## src/rtl/fir_seq.sv

```systemverilog
// fir_seq: FIR sequencer in front of a 16-bit data memory.
// Each accepted sample is written into a circular buffer. TAPS delayed samples
// are then multiplied against the coefficient table and accumulated. One
// rounded, saturated Q15 result is returned per sample over a valid/ready pair.
//
// state | meaning
// CLEAR | zero the circular buffer, one word per cycle
// IDLE  | waiting for an input sample
// WRITE | store the latched sample at BASE+wp
// MAC   | accumulate h[k] * x[wp-k] for k = 0..TAPS-1
// DONE  | hold the result until downstream takes it
module fir_seq #(
  parameter int TAPS    = 8,
  parameter int BUF_LEN = 16,
  parameter int BASE    = 0,
  parameter int ACC_W   = 40
) (
  input  logic        clk,
  input  logic        reset,
  input  logic        sample_valid,
  output logic        sample_ready,
  input  logic [15:0] sample_data,
  output logic        out_valid,
  input  logic        out_ready,
  output logic [15:0] out_data,
  output logic        dm_en,
  output logic [7:0]  dm_addr,
  output logic [15:0] dm_in,
  input  logic [15:0] dm_out,
  output logic [7:0]  coef_addr,
  input  logic [15:0] coef_data
);

  localparam int AW = (BUF_LEN > 2) ? $clog2(BUF_LEN) : 1;
  localparam logic [7:0]    BASE_A   = 8'(BASE);
  localparam logic [7:0]    LAST_K   = 8'(TAPS - 1);
  localparam logic [AW-1:0] LAST_IDX = AW'(BUF_LEN - 1);
  localparam logic signed [ACC_W:0] SAT_MAX = (ACC_W+1)'(32767);
  localparam logic signed [ACC_W:0] SAT_MIN = (ACC_W+1)'(-32768);

  typedef enum logic [2:0] {S_CLEAR, S_IDLE, S_WRITE, S_MAC, S_DONE} state_t;

  state_t                   state_q, state_d;
  logic [AW-1:0]            idx_q, idx_d;
  logic [AW-1:0]            wp_q, wp_d;
  logic [7:0]               k_q, k_d;
  logic signed [ACC_W-1:0]  acc_q, acc_d;
  logic [15:0]              smp_q, smp_d;
  logic                     out_valid_q, out_valid_d;
  logic [15:0]              out_data_q, out_data_d;

  logic signed [15:0]       dm_s, coef_s;
  logic signed [31:0]       prod;
  logic signed [ACC_W-1:0]  acc_sum;
  logic signed [ACC_W:0]    rnd;
  logic signed [ACC_W:0]    shr;
  logic [15:0]              sat_val;
  logic [AW-1:0]            rd_ptr;

  assign dm_s    = $signed(dm_out);
  assign coef_s  = $signed(coef_data);
  // Full 32-bit product; operands are sign-extended first so the low 32 bits are exact.
  assign prod    = 32'(dm_s) * 32'(coef_s);
  assign acc_sum = acc_q + $signed({{(ACC_W-32){prod[31]}}, prod});
  // One extra bit of headroom so the rounding constant can never wrap the sum.
  assign rnd     = $signed({acc_sum[ACC_W-1], acc_sum}) + (ACC_W+1)'(16384);
  assign shr     = rnd >>> 15;
  assign rd_ptr  = wp_q - k_q[AW-1:0];

  // Clamp the rounded accumulator into the Q15 range.
  always_comb begin
    sat_val = shr[15:0];
    if (shr > SAT_MAX)      sat_val = 16'h7FFF;
    else if (shr < SAT_MIN) sat_val = 16'h8000;
  end

  // Next-state and output decode; outputs default to the idle pattern.
  always_comb begin
    state_d      = state_q;
    idx_d        = idx_q;
    wp_d         = wp_q;
    k_d          = k_q;
    acc_d        = acc_q;
    smp_d        = smp_q;
    out_valid_d  = out_valid_q;
    out_data_d   = out_data_q;
    sample_ready = 1'b0;
    dm_en        = 1'b0;
    dm_addr      = BASE_A + 8'(wp_q);
    dm_in        = 16'h0000;
    coef_addr    = 8'h00;
    case (state_q)
      S_CLEAR: begin
        dm_en   = 1'b1;
        dm_addr = BASE_A + 8'(idx_q);
        idx_d   = idx_q + 1'b1;
        if (idx_q == LAST_IDX) state_d = S_IDLE;
      end
      S_IDLE: begin
        sample_ready = 1'b1;
        if (sample_valid) begin
          smp_d   = sample_data;
          acc_d   = '0;
          state_d = S_WRITE;
        end
      end
      S_WRITE: begin
        dm_en   = 1'b1;
        dm_in   = smp_q;
        k_d     = 8'h00;
        state_d = S_MAC;
      end
      S_MAC: begin
        dm_addr   = BASE_A + 8'(rd_ptr);
        coef_addr = k_q;
        acc_d     = acc_sum;
        k_d       = k_q + 8'h01;
        if (k_q == LAST_K) begin
          out_valid_d = 1'b1;
          out_data_d  = sat_val;
          state_d     = S_DONE;
        end
      end
      S_DONE: begin
        if (out_ready) begin
          out_valid_d = 1'b0;
          wp_d        = wp_q + 1'b1;
          state_d     = S_IDLE;
        end
      end
      default: state_d = S_CLEAR;
    endcase
  end

  // State registers; reset restarts the buffer clear and drops any pending result.
  always_ff @(posedge clk) begin
    if (reset) begin
      state_q     <= S_CLEAR;
      idx_q       <= '0;
      wp_q        <= '0;
      k_q         <= 8'h00;
      acc_q       <= '0;
      smp_q       <= 16'h0000;
      out_valid_q <= 1'b0;
      out_data_q  <= 16'h0000;
    end else begin
      state_q     <= state_d;
      idx_q       <= idx_d;
      wp_q        <= wp_d;
      k_q         <= k_d;
      acc_q       <= acc_d;
      smp_q       <= smp_d;
      out_valid_q <= out_valid_d;
      out_data_q  <= out_data_d;
    end
  end

  assign out_valid = out_valid_q;
  assign out_data  = out_data_q;

endmodule

```

## config.mk

```make
export PLATFORM = sky130hd
export DESIGN_NAME = fir_seq
export DESIGN_NICKNAME = d
export VERILOG_FILES = /design/src/rtl/fir_seq.sv
export SDC_FILE = /design/constraint.sdc
export NUM_CORES = 1
export LEC_CHECK = 0
export CAP_MARGIN = 0
export CORE_UTILIZATION = 35
export DETAILED_ROUTE_END_ITERATION = 8
export SETUP_SLACK_MARGIN = 0.2
export SLEW_MARGIN = 20
export SYNTH_ARGS = -nofsm -noshare
export SYNTH_HDL_FRONTEND = slang
export SYNTH_SLANG_ARGS = --single-unit
```

## constraint.sdc

```tcl
create_clock -name clk -period 12.3 [get_ports clk]
set_input_delay 2.46 -clock clk [delete_from_list [all_inputs] [get_ports clk]]
set_output_delay 2.46 -clock clk [all_outputs]
set_load 0.01 [all_outputs]
```

Word level (Yosys, flattened, before mapping). Cells that the tools add are included.

Logic and storage cells: 56. Input bits: 52. Register bits after elaboration: 92.

Equal/unequal tests: 10. Add/subtract/negate cells: 6. Magnitude comparators: 2. Muxes and demuxes: 18. Multiply operators: 1. Reductions and logical operators: 11.

Operators with widths (count): 40-bit one-hot mux with 2 select lines (1); 16-bit two-way mux (3); 40-bit by 16-bit adder with 41-bit output, second input constant (1); 40-bit by 32-bit adder with 40-bit output (1); 40-bit two-way mux (1); 16-bit by 16-bit multiplier with 32-bit output (1); 26-bit by 16-bit > comparator with 1-bit output, second input constant (1); 26-bit by 16-bit < comparator with 1-bit output, second input constant (1); 8-bit one-hot mux with 2 select lines (1); 3-bit one-hot mux with 5 select lines (1); 3-bit two-way mux (4); 4-bit by 1-bit adder with 4-bit output, second input constant (2); 8-bit by 1-bit adder with 8-bit output, second input constant (1); 8-bit by 3-bit equality test with 1-bit output, second input constant (1); 8-bit two-way mux (1); 2-bit inequality test, second input constant (4); 4-bit one-hot mux with 2 select lines (1); 2-bit AND reduction (4); 3-bit by 2-bit equality test with 1-bit output, second input constant (2); 2-bit nonzero test (3); 4-bit equality test, second input constant (1); 1-bit two-way mux (4); 4-bit AND reduction (1); 4-bit subtractor (1); 6 further kinds (6).

Depth between registers and ports, before layout.
Depth after elaboration: 6. Gate-level depth with buffers: 30.

Worst setup path after synthesis. No wires, ideal clock.

Path kind: input-to-reg. Start point: in dm_out[15]. End point: reg out_data_q[11] (netlist: out_data[11]). Library setup time: 0.134 ns. Stages on the path: 29. Buffers on the path: 4. Required time: 12.166 ns. Arrival: 9.788 ns. Path slack: 2.378 ns. Cells stage by stage: clkbuf_1 nand2_1 fa_1 inv_1 fa_1 inv_1 fa_1 inv_1 fa_1 fa_1 inv_1 fa_1 inv_1 ha_1 buf_2 a21oi_2 o21ai_2 a22oi_1 o31ai_1 a211oi_4 nand4_2 or4b_1 buf_2 or4_1 o21ai_1 nand4_2 o311ai_4 buf_6 o311ai_1.

Word-level cells in the longest chain between the ends: 6. Elaborated cells between the ends (all ways): 7.

Ends and longest elaborated chain: start: declaration (RTL line 29) `input logic [15:0] dm_out,`; 16-bit by 16-bit multiplier with 32-bit output (*) (RTL line 63) `assign prod = 32'(dm_s) * 32'(coef_s);`; 40-bit by 32-bit adder with 40-bit output (*) (RTL line 64) `assign acc_sum = acc_q + $signed({{(ACC_W-32){prod[31]}}, prod});`; 40-bit by 16-bit adder with 41-bit output (*) (RTL line 66) `assign rnd = $signed({acc_sum[ACC_W-1], acc_sum}) + (ACC_W+1)'(16384);`; 26-bit by 16-bit < comparator with 1-bit output (RTL line 74) `else if (shr < SAT_MIN) sat_val = 16'h8000;`; 16-bit two-way mux (RTL line 74); 16-bit two-way mux (*) (RTL line 73) `if (shr > SAT_MAX) sat_val = 16'h7FFF;`; end signal: assignment (RTL line 154) `out_data_q <= out_data_d;`; end: declaration (RTL line 50) `logic [15:0] out_data_q, out_data_d;`.

Mark *: on every way between the ends. The rest lies on a longest branch, timed or not. A chain may end at the register's enable or synchronous reset.

Worst setup path in the final report.
Start point: in dm_out[15]. End point: reg out_data_q[7] (netlist: out_data[7]).

The elaborated chain is that of the path after synthesis.

==> impl_metrics.csv <==
group,metric,value,unit
timing,post-route-period-util,91.6,%
timing,rsz0062_at_grt,"no",
synthesis,synth_xor_area_share,3.34,%
timing,finalSetupTns,0,ns
clock_tree,clock_latency,0.36,ns
floorplan,rows,82,
synthesis,synth_most_common_cell,"inv_1",
synthesis,yosysTopAreaCell,"fa_1",
clock_tree,cts_resized,0,
setup_path,cp-start-kind,"input port",
floorplan,die_h,227,um
layout,seq_area,1840,sq um
synthesis,synth_top_family_by_area,"adder cells",
timing,finClkSkew,0.00864,ns
timing,min_period,11.27,ns
synthesis,synthSimpleGateAreaFrac,18.3,%
global_route,gr-total-overflow,0,
synthesis,synthCells,2012,
timing,setup_violations,0,
clock_tree,cts_tree,"yes",
timing,slew_violations,0,
timing,hold_violations,0,
layout,final_util,39.0,%
layout,area.growth.synth_to_final,10.3,%
synthesis,yosysUniqueCellTypes,98,
synthesis,ys_top_cells_by_area,"fa_1 (37%), dfxtp_1 (10%), inv_1 (8.8%)",
synthesis,syn_avg_cell_area,8.80,sq um
detailed_routing,drtAntennaViolNets,0,
setup_path,endpoint_kind,"flip-flop",
clock_tree,cts_buffers,9,
synthesis,synth_top_area_share,37.4,%
layout,finalNonFillerCells,2727,
floorplan,ioPinCount,103,
timing,fmax,0.0887,GHz
synthesis,synth_warnings,0,
synthesis,synthTopCellsByCount,"inv_1 (415), fa_1 (331), nand2_1 (244), and2_1 (139), ha_1 (122)",
clock_tree,htree_levels,3,
worst_hold_path,min_path_type,"flip-flop to flip-flop",
setup_path,cp_slowest_cell,"clkdlybuf4s50_1",
placement,place_congestion,0.859,
setup_path,crit_arrival,11.47,ns
setup_path,worstSetupPathType,"input port to flip-flop",
timing,worstMarginPinSlew,0.958,ns
clock_tree,post_cts_buffers,0,
floorplan,core-area,50100,sq um
synthesis,synthAdderAreaFrac,46.0,%
clock_tree,clkTransAtPathRegs,0.08,ns
global_route,grt_pass1_wl,76600,um
job,maxCapViolations,0,
setup_path,worstPathMaxFanout,16,
global_route,antenna_found_initial,0,
layout,fin_nets,2555,
placement,dp_hpwl,36600,um
floorplan,die_x,227,um
clock_tree,clk_root_buffer_cell,"clkbuf_16",
status,status,"complete, no violations",
placement,port_buffers,98,
setup_path,cpPeakStageDelay,0.94,ns
detailed_routing,drc,0,
timing,relSlewSlack,35.7,%
global_route,grtUsageTotal,18.7,%
detailed_routing,first_pass_iters,5,
setup_path,crit_top_cell,"fa_1",
clock_tree,clock_path_buffers,2,
synthesis,synth_compound_area_share,10.3,%
layout,n_fill_cell,5121,
synthesis,synth.cell_area,17700,sq um
synthesis,ys_seq_elements,92,
detailed_routing,vias,13500,
global_route,grt_pass1_vias,14400,
detailed_routing,wire_per_inst,16.5,um
floorplan,die_area,51500,sq um
clock_tree,cts_hold_buf,0,
global_route,grt_max_degree,81,
synthesis,synth_edf_count,0,
synthesis,ys_seq_area_share,10.4,%
layout,multi_input_area,13900,sq um
detailed_routing,via_per_inst,4.94,
synthesis,synthMuxAreaShare,0.410,%
placement,placed_cells,2711,
setup_path,worstPathRequired,12.50,ns
clock_tree,cts_sinks,92,
synthesis,ys.flop_type,"dfxtp_1",
detailed_routing,drtIter0Drc,705,
floorplan,initial_utilization,35.4,%
layout,diodes,0,
layout,drive_above_1_share,4.43,%
detailed_routing,wl,45100,um
synthesis,synthArstFlopShare,0,%
## kinds of logic after synthesis
logic type	after synthesis
and+or+nand+nor	643
buffers and inverters	504
adders and majority gates	453
AOI/OAI and AO/OA	250
DFF	92
xor gates and xnor gates	62
muxes	7
other	1
## layer usage
| layer | routed length, um | up-vias | track usage (%) |
|---|---|---|---|
| met1 | 21600 | 6769 | 27.0 |
| met3 | 1880 | 30 | 1.81 |
| li1 | - | 6347 | - |
| met2 | 21200 | 317 | 30.7 |
| met5 | 0 | - | 0 |
| met4 | 458 | 0 | 2.83 |
## worst paths after layout
path / from / endpoint / slack (ns) / cells past startpoint
max: dm_out[15] / out_data[7] / 1.03 / 26
min reg2reg: smp_q[0] / smp_q[0] / 0.45 / 2
min: smp_q[0] / smp_q[0] / 0.45 / 2
max reg2reg: acc_q[15] / out_data[7] / 4.85 / 22
## metrics by stage
step	hold slack [ns]	setup WS (ns)	instance area [sq um]
floorplan	0.432	2.38	17700
global placement	0.438	0.853	19200
detailed placement	0.442	0.785	19200
CTS	0.453	1.12	19500
global route	0.475	0.618	19500
finish	0.452	1.03	19500
## placed cells by master (no fill, tap or decap), types with 4 or more instances in the layout
cell and instances:
inv_1 415, fa_1 331, nand2_1 244, and2_1 139, ha_1 122, clkdlybuf4s50_1 97
a21oi_1 93, dfxtp_1 92, nor2_1 87, nand3_1 59, xnor2_1 31, xor2_1 26
o21ai_0 24, nor3_1 20, a21o_1 17, nand4_1 17, a22oi_1 15, buf_4 15
and3_1 14, a31oi_1 10, o311ai_1 9, clkbuf_16 9, o21bai_1 7, nor4_1 7
nand2b_1 6, a221o_1 6, and4_1 6, o21a_1 5, o31ai_1 5, mux2i_1 5
a211oi_1 4, a21oi_2 4, or2_2 4, conb_1 4
## cell type report
class,count,share of cell area (%)
well taps,672,4.30
clock buffers,9,1.15
repair buffers,113,5.57
clock inverters,7,0.416
inverters,415,7.97
flip-flops and latches,92,9.43
multi-input cells,1419,71.2
## flip-flops by register name, indices dropped and copies added (netlist names)
signal and cells:
acc_q 40, smp_q 16, k_q 8, state_q 3
out_valid 1, out_data 16, idx_q 4, wp_q 4
## worst max-delay path: cells and delay by family
family	cells	cell delay [ns]
buf+inv	6	1.54
compound gates	7	1.85
fa+ha+maj	7	3.59
xor+xnor	1	0.20
simple gates	5	1.80
Power is not shown: default switching activity piles up to over one toggle a cycle in this logic, so the estimate is an artifact.
